<file path="config.mk">
export PLATFORM = sky130hd
export DESIGN_NAME = mips_dmem_mmio_flat
export DESIGN_NICKNAME = d
export VERILOG_FILES = /design/src/rtl/mips_dmem_mmio_if.sv /design/src/rtl/mips_dmem_mmio.sv /design/src/flat_wrapper.sv
export SDC_FILE = /design/constraint.sdc
export NUM_CORES = 2
export LEC_CHECK = 0
export ABC_AREA = 1
export CAP_MARGIN = 0
export CORE_ASPECT_RATIO = 1.75
export CORE_UTILIZATION = 50
export DETAILED_ROUTE_END_ITERATION = 7
export PLACE_DENSITY_LB_ADDON = 0.12
export RECOVER_POWER = 25
export REMOVE_ABC_BUFFERS = 1
export SYNTH_ARGS = -nofsm -noshare
export SYNTH_HDL_FRONTEND = slang
export SYNTH_SLANG_ARGS = --single-unit
</file>
<file path="constraint.sdc">
create_clock -name clk -period 4.7 [get_ports clk]
set_input_delay 0.94 -clock clk [delete_from_list [all_inputs] [get_ports clk]]
set_output_delay 0.94 -clock clk [all_outputs]
set_load 0.01 [all_outputs]
</file>
<file path="src/rtl/mips_dmem_mmio_if.sv">
// Data-port bus between the single-cycle MIPS core and its data-side responder.
//   memwrite     : write strobe from the core
//   memaddr      : byte address (bits [1:0] ignored by the responder)
//   memwritedata : write data
//   memreaddata  : combinational read data returned to the core
interface mips_dmem_mmio_if;
  logic        memwrite;
  logic [31:0] memaddr;
  logic [31:0] memwritedata;
  logic [31:0] memreaddata;

  modport master (
    output memwrite,
    output memaddr,
    output memwritedata,
    input  memreaddata
  );

  modport slave (
    input  memwrite,
    input  memaddr,
    input  memwritedata,
    output memreaddata
  );
endinterface

</file>
<file path="src/rtl/mips_dmem_mmio.sv">
// Data-side responder for the single-cycle MIPS core: word-addressed RAM,
// LED register, synchronized switch input and a prescaled timer with
// compare match and level interrupt.
//   clk      : core clock, all state updates on the rising edge
//   reset    : asynchronous, active-high reset
//   bus      : core data port (slave side), read data is combinational
//   switches : asynchronous board inputs
//   leds     : LED register output
//   irq      : timer interrupt, flag & ie
// Map (word compare on memaddr[31:2]):
//   0x0000_0000.. RAM, FFFF_0000 LED, FFFF_0004 SW, FFFF_0008 COUNT,
//   FFFF_000C COMPARE, FFFF_0010 CTRL {ie,autoreload,en}, FFFF_0014 STATUS {flag,-}
module mips_dmem_mmio #(
  parameter int unsigned RAM_AW   = 6,
  parameter int unsigned PRESCALE = 4
) (
  input  logic                   clk,
  input  logic                   reset,
  mips_dmem_mmio_if.slave        bus,
  input  logic [7:0]             switches,
  output logic [7:0]             leds,
  output logic                   irq
);

  localparam logic [29:0] A_LED     = 30'h3FFF_C000;
  localparam logic [29:0] A_SW      = 30'h3FFF_C001;
  localparam logic [29:0] A_COUNT   = 30'h3FFF_C002;
  localparam logic [29:0] A_COMPARE = 30'h3FFF_C003;
  localparam logic [29:0] A_CTRL    = 30'h3FFF_C004;
  localparam logic [29:0] A_STATUS  = 30'h3FFF_C005;

  localparam logic [15:0] PRESC_LAST = 16'(PRESCALE - 1);

  logic [31:0]       r_ram [0:(1 << RAM_AW) - 1];
  logic [7:0]        r_led;
  logic [7:0]        r_sync1;
  logic [7:0]        r_sync2;
  logic [31:0]       r_count;
  logic [31:0]       r_compare;
  logic              r_en;
  logic              r_autoreload;
  logic              r_ie;
  logic              r_flag;
  logic [15:0]       r_presc;

  logic [29:0]       w_word;
  logic              w_ram_hit;
  logic [RAM_AW-1:0] w_ram_idx;
  logic              w_wr_led;
  logic              w_wr_count;
  logic              w_wr_compare;
  logic              w_wr_ctrl;
  logic              w_wr_status;
  logic              w_tick;
  logic              w_match;
  logic [31:0]       w_rdata;

  assign w_word    = bus.memaddr[31:2];
  assign w_ram_hit = (bus.memaddr[31:RAM_AW+2] == '0);
  assign w_ram_idx = bus.memaddr[RAM_AW+1:2];

  assign w_wr_led     = bus.memwrite && (w_word == A_LED);
  assign w_wr_count   = bus.memwrite && (w_word == A_COUNT);
  assign w_wr_compare = bus.memwrite && (w_word == A_COMPARE);
  assign w_wr_ctrl    = bus.memwrite && (w_word == A_CTRL);
  assign w_wr_status  = bus.memwrite && (w_word == A_STATUS);

  // Tick and match are evaluated on pre-edge state, so a same-cycle CPU
  // write to COUNT or CTRL still sees the old values for this tick.
  assign w_tick  = r_en && (r_presc == PRESC_LAST);
  assign w_match = (r_count == r_compare);

  // RAM has no reset; contents are undefined after power-up.
  always_ff @(posedge clk) begin
    if (bus.memwrite && w_ram_hit) begin
      r_ram[w_ram_idx] <= bus.memwritedata;
    end
  end

  always_ff @(posedge clk or posedge reset) begin
    if (reset) begin
      r_led <= '0;
    end else if (w_wr_led) begin
      r_led <= bus.memwritedata[7:0];
    end
  end

  always_ff @(posedge clk or posedge reset) begin
    if (reset) begin
      r_sync1 <= '0;
      r_sync2 <= '0;
    end else begin
      r_sync1 <= switches;
      r_sync2 <= r_sync1;
    end
  end

  always_ff @(posedge clk or posedge reset) begin
    if (reset) begin
      r_en         <= 1'b0;
      r_autoreload <= 1'b0;
      r_ie         <= 1'b0;
    end else if (w_wr_ctrl) begin
      r_en         <= bus.memwritedata[0];
      r_autoreload <= bus.memwritedata[1];
      r_ie         <= bus.memwritedata[2];
    end
  end

  always_ff @(posedge clk or posedge reset) begin
    if (reset) begin
      r_presc <= '0;
    end else if (!r_en || w_tick) begin
      r_presc <= '0;
    end else begin
      r_presc <= r_presc + 16'd1;
    end
  end

  always_ff @(posedge clk or posedge reset) begin
    if (reset) begin
      r_compare <= '1;
    end else if (w_wr_compare) begin
      r_compare <= bus.memwritedata;
    end
  end

  always_ff @(posedge clk or posedge reset) begin
    if (reset) begin
      r_count <= '0;
    end else if (w_wr_count) begin
      r_count <= bus.memwritedata;
    end else if (w_tick) begin
      if (w_match && r_autoreload) begin
        r_count <= '0;
      end else begin
        r_count <= r_count + 32'd1;
      end
    end
  end

  // Set by a matching tick takes priority over a same-cycle write-1-clear.
  always_ff @(posedge clk or posedge reset) begin
    if (reset) begin
      r_flag <= 1'b0;
    end else if (w_tick && w_match) begin
      r_flag <= 1'b1;
    end else if (w_wr_status && bus.memwritedata[1]) begin
      r_flag <= 1'b0;
    end
  end

  always_comb begin
    w_rdata = '0;
    if (w_ram_hit) begin
      w_rdata = r_ram[w_ram_idx];
    end else begin
      case (w_word)
        A_LED:     w_rdata = {24'd0, r_led};
        A_SW:      w_rdata = {24'd0, r_sync2};
        A_COUNT:   w_rdata = r_count;
        A_COMPARE: w_rdata = r_compare;
        A_CTRL:    w_rdata = {29'd0, r_ie, r_autoreload, r_en};
        A_STATUS:  w_rdata = {30'd0, r_flag, 1'b0};
        default:   w_rdata = '0;
      endcase
    end
  end

  assign bus.memreaddata = w_rdata;
  assign leds            = r_led;
  assign irq             = r_flag & r_ie;

endmodule

</file>
<file path="src/flat_wrapper.sv">
// flat-port wrapper written by rule: the top's interface ports become plain ports
module mips_dmem_mmio_flat 
#(
  parameter int unsigned RAM_AW   = 6,
  parameter int unsigned PRESCALE = 4
)
  (clk, reset, switches, leds, irq, bus_memwrite, bus_memaddr, bus_memwritedata, bus_memreaddata);
  mips_dmem_mmio_if bus_i ();
  input  logic clk;
  input  logic reset;
  input  logic [7:0] switches;
  output logic [7:0] leds;
  output logic irq;
  input wire logic [$bits(bus_i.memwrite)-1:0] bus_memwrite;
  input wire logic [$bits(bus_i.memaddr)-1:0] bus_memaddr;
  input wire logic [$bits(bus_i.memwritedata)-1:0] bus_memwritedata;
  output wire logic [$bits(bus_i.memreaddata)-1:0] bus_memreaddata;
  assign bus_i.memwrite = bus_memwrite;
  assign bus_i.memaddr = bus_memaddr;
  assign bus_i.memwritedata = bus_memwritedata;
  assign bus_memreaddata = bus_i.memreaddata;
  mips_dmem_mmio #(.RAM_AW(RAM_AW), .PRESCALE(PRESCALE)) u_core (.clk(clk), .reset(reset), .bus(bus_i), .switches(switches), .leds(leds), .irq(irq));
endmodule
</file>
==> results.txt <==
Pre-Repair DR Iteration Count = 8
synthesis warning total = 0
final routed DRC violation total = 42
CTS sink count = 2156
most common cell after layout, fill and taps aside = nand2_1
Antenna Nets Post-Route = 0
pre-CTS setup slack = 103 ps
hold path startpoint = u_core.r_sync1[4]
critical path fanouts, max = 45
Die Area = 189000 sq um
max-slew violations = 1093
reg-to-reg endpoint = u_core.r_count[9]
vias per cell = 5.32
Tmin final = 4620 ps
Clk Latency, worst-skew pair = 860 ps
Hold Buf Count CTS = 0
CTS buffer count = 197
layout cell share with drive strength beyond 1 = 7.87%
worst path required time = 3760 ps
outcome = complete, but fails checks
switching share of power = 22.5%
number of global-route vias before repair = 62600
Netlist Area Pre-Place = 93600 sq um
GRT Overall Usage = 28.1%
Initial Util = 50.4%
Synth area leader = edfxtp_1
area grow syn2layout = 13.6%
Area contributors post-synth = edfxtp_1, nand2_1, inv_1
CP startpoint = bus_memaddr[2]
Fillers = 15600
Ports = 116
core area = 186000 sq um
CP startpoint kind = primary input
Initial DRC Count = 5398
worst hold endpoint = u_core.r_sync2[4]
Critical Path AT = 3680 ps
setup repair bufs after CTS = 0
PortBufs = 113
register area share after synthesis = 68.6%
Final Skew = 32.3 ps
max-cap violations = 25
largest net degree at the start of global routing = 72
worst reg2reg path startpoint = u_core.r_count[5]
Pwr per Cell Area = 364 nW/um^2
vias = 64600
FF-to-FF path depth = 9
crit share post-route = 98.4%
Flop pwr share = 54.4%
number of synthesized register bits = 2156
fraction of registers with async set/reset = 5.01%
Post-synth EDFFs = 2048
HP Class = reg2reg
routability cong. = 0.922
hold path depth = 0
Max clock buf depth = 4
# setup viols final = 0
final worst slack = 75.7 ps
Synth Instances = 9306
leak pwr = 44.3 nW
Netlist cell types = 40
Avg WL per Cell = 21.9 um
TritonCTS clock tree = done
clock-pin slew on the worst setup and hold paths = 70 ps
clock share of power = 39.4%
Post-synth top flop = edfxtp_1
relative slew slack = -109%
power share of the combinational group = 6.2%
Fin. Hold Viols = 0
CTS Root Cell = clkbuf_16
failing checks = design-rule violations, max-capacitance violations, max-slew violations
Fin Setup TNS = 0 ps
syn avg cell area = 10.1 sq um
P_int = 29.9 mW
WL final = 266000 um
flop2flop setup slack = 1730 ps
Final nets = 9634
detailed placement HPWL = 169000 um
initial antenna violation count = 5
final core utilization = 57.2%
post-synth top area share = 65.7%
Die W = 329 um
number of core rows = 209
Sw Pwr = 8.70 mW
H-tree levels = 4
type of the worst setup path = in2out
RSZ-0062 raised after global routing = false
commonest non-fill, non-tap cells in the layout = nand2_1, edfxtp_1, inv_1
crit end category = primary output
global-route wire length before repair = 393000 um
Die Span Y = 574 um
Least-Margin Pin Slew = 3140 ps
Overflow after GRT = 0
f_max = 0.216 GHz
Max VDD drop = 296 uV
[power by group through the flow]
stage	clock (mW)	sequential [mW]	combinational [mW]
2_1_floorplan	0	21.4	1.07
3_3_place_gp	0	21.4	2.38
3_5_place_dp	0	21.4	2.40
4_1_cts	15.4	21.0	2.41
5_1_grt	16.1	21.0	2.63
6_report	15.2	21.0	2.41
[final cells by class]
class | instances | area, sq um | area share (%)
inverters | 1168 | 4420 | 4.16
flip-flops and latches | 2156 | 64200 | 60.5
clock inverters | 104 | 709 | 0.668
repair buffers | 496 | 5350 | 5.03
multi-input cells | 5538 | 23300 | 21.9
well taps | 2426 | 3040 | 2.86
clock buffers | 244 | 5190 | 4.89
diodes | 3 | 7.51 | 0.00706
[cells by family after synthesis]
family | Yosys count | synth area share (%)
buffers and inverters | 1612 | 6.98
flip-flops | 2156 | 68.6
adder cells (fa/ha/maj) | 2 | 0.0267
AO/OA/AOI/OAI | 267 | 1.47
XOR/XNOR | 50 | 0.468
AND/OR/NAND/NOR | 5219 | 22.4
[sequential cells by signal, indices dropped and copies added, names as in the netlist]
register             flops
u_core.r_ram          2048
u_core.r_compare        32
u_core.r_count          32
u_core.r_presc          16
u_core.leds              8
u_core.r_sync1           8
u_core.r_sync2           8
u_core.r_autoreload      1
u_core.r_en              1
u_core.r_flag            1
u_core.r_ie              1
[timing repair]
action / in CTS / in global routing
hold endpoints to repair: 0 / 0
setup endpoints to repair: 0 / 1
gates resized for setup: 0 / 1
[through the flow]
| step | area, sq um | total power [mW] | cells | hold slack (ps) |
|---|---|---|---|---|
| finish | 106000 | 38.7 | 12100 | 351 |
| global route | 106000 | 39.7 | 12100 | 361 |
| CTS | 106000 | 38.9 | 12100 | 352 |
| detailed placement | 100000 | 23.8 | 11800 | 339 |
| global placement | 100000 | 23.8 | 11800 | 337 |
| floorplan | 91400 | 22.5 | 8862 | 331 |
[synthesized netlist by cell type, types with 18 or more instances]
cell,count
a21oi_1,119
buf_1,40
buf_2,275
buf_4,26
clkbuf_1,98
dfrtp_1,76
dfstp_2,32
edfxtp_1,2048
inv_1,1159
nand2_1,3995
nand3_1,785
nand4_1,91
nor2_1,303
nor3_1,18
o21ai_0,66
o21ai_1,54
o22ai_1,25
xnor2_1,28
xor2_1,22
[how the worst max path moves through the flow]
stage	slack (ps)	end	cells past startpoint
CTS	100	bus_memreaddata[23]	14
finish	80	bus_memreaddata[14]	15
floorplan	-3730	bus_memreaddata[31]	10
detailed placement	100	bus_memreaddata[23]	14
global placement	140	bus_memreaddata[23]	14
global route	6	bus_memreaddata[23]	18
[worst max-delay path, cell delays in order]
cell,delay [ps]
buf_8,150
inv_16,210
buf_4,460
nand2_1,100
nand3_1,90
nand2_1,60
nand2_1,60
nand2_1,50
inv_1,140
nand2_1,100
nand2_1,60
nand2_1,110
o21ai_1,320
nand2_1,120
clkdlybuf4s50_1,570
[metal layers]
metal	part of all wire, %	vias to the layer above	GRT usage (%)
met5	0	-	0
met4	4.0	0	11.3
met3	5.6	509	2.69
met2	52	2210	50.3
met1	39	31400	34.5
li1	-	30500	-
No activity file was read; power rests on OpenSTA's default activity.
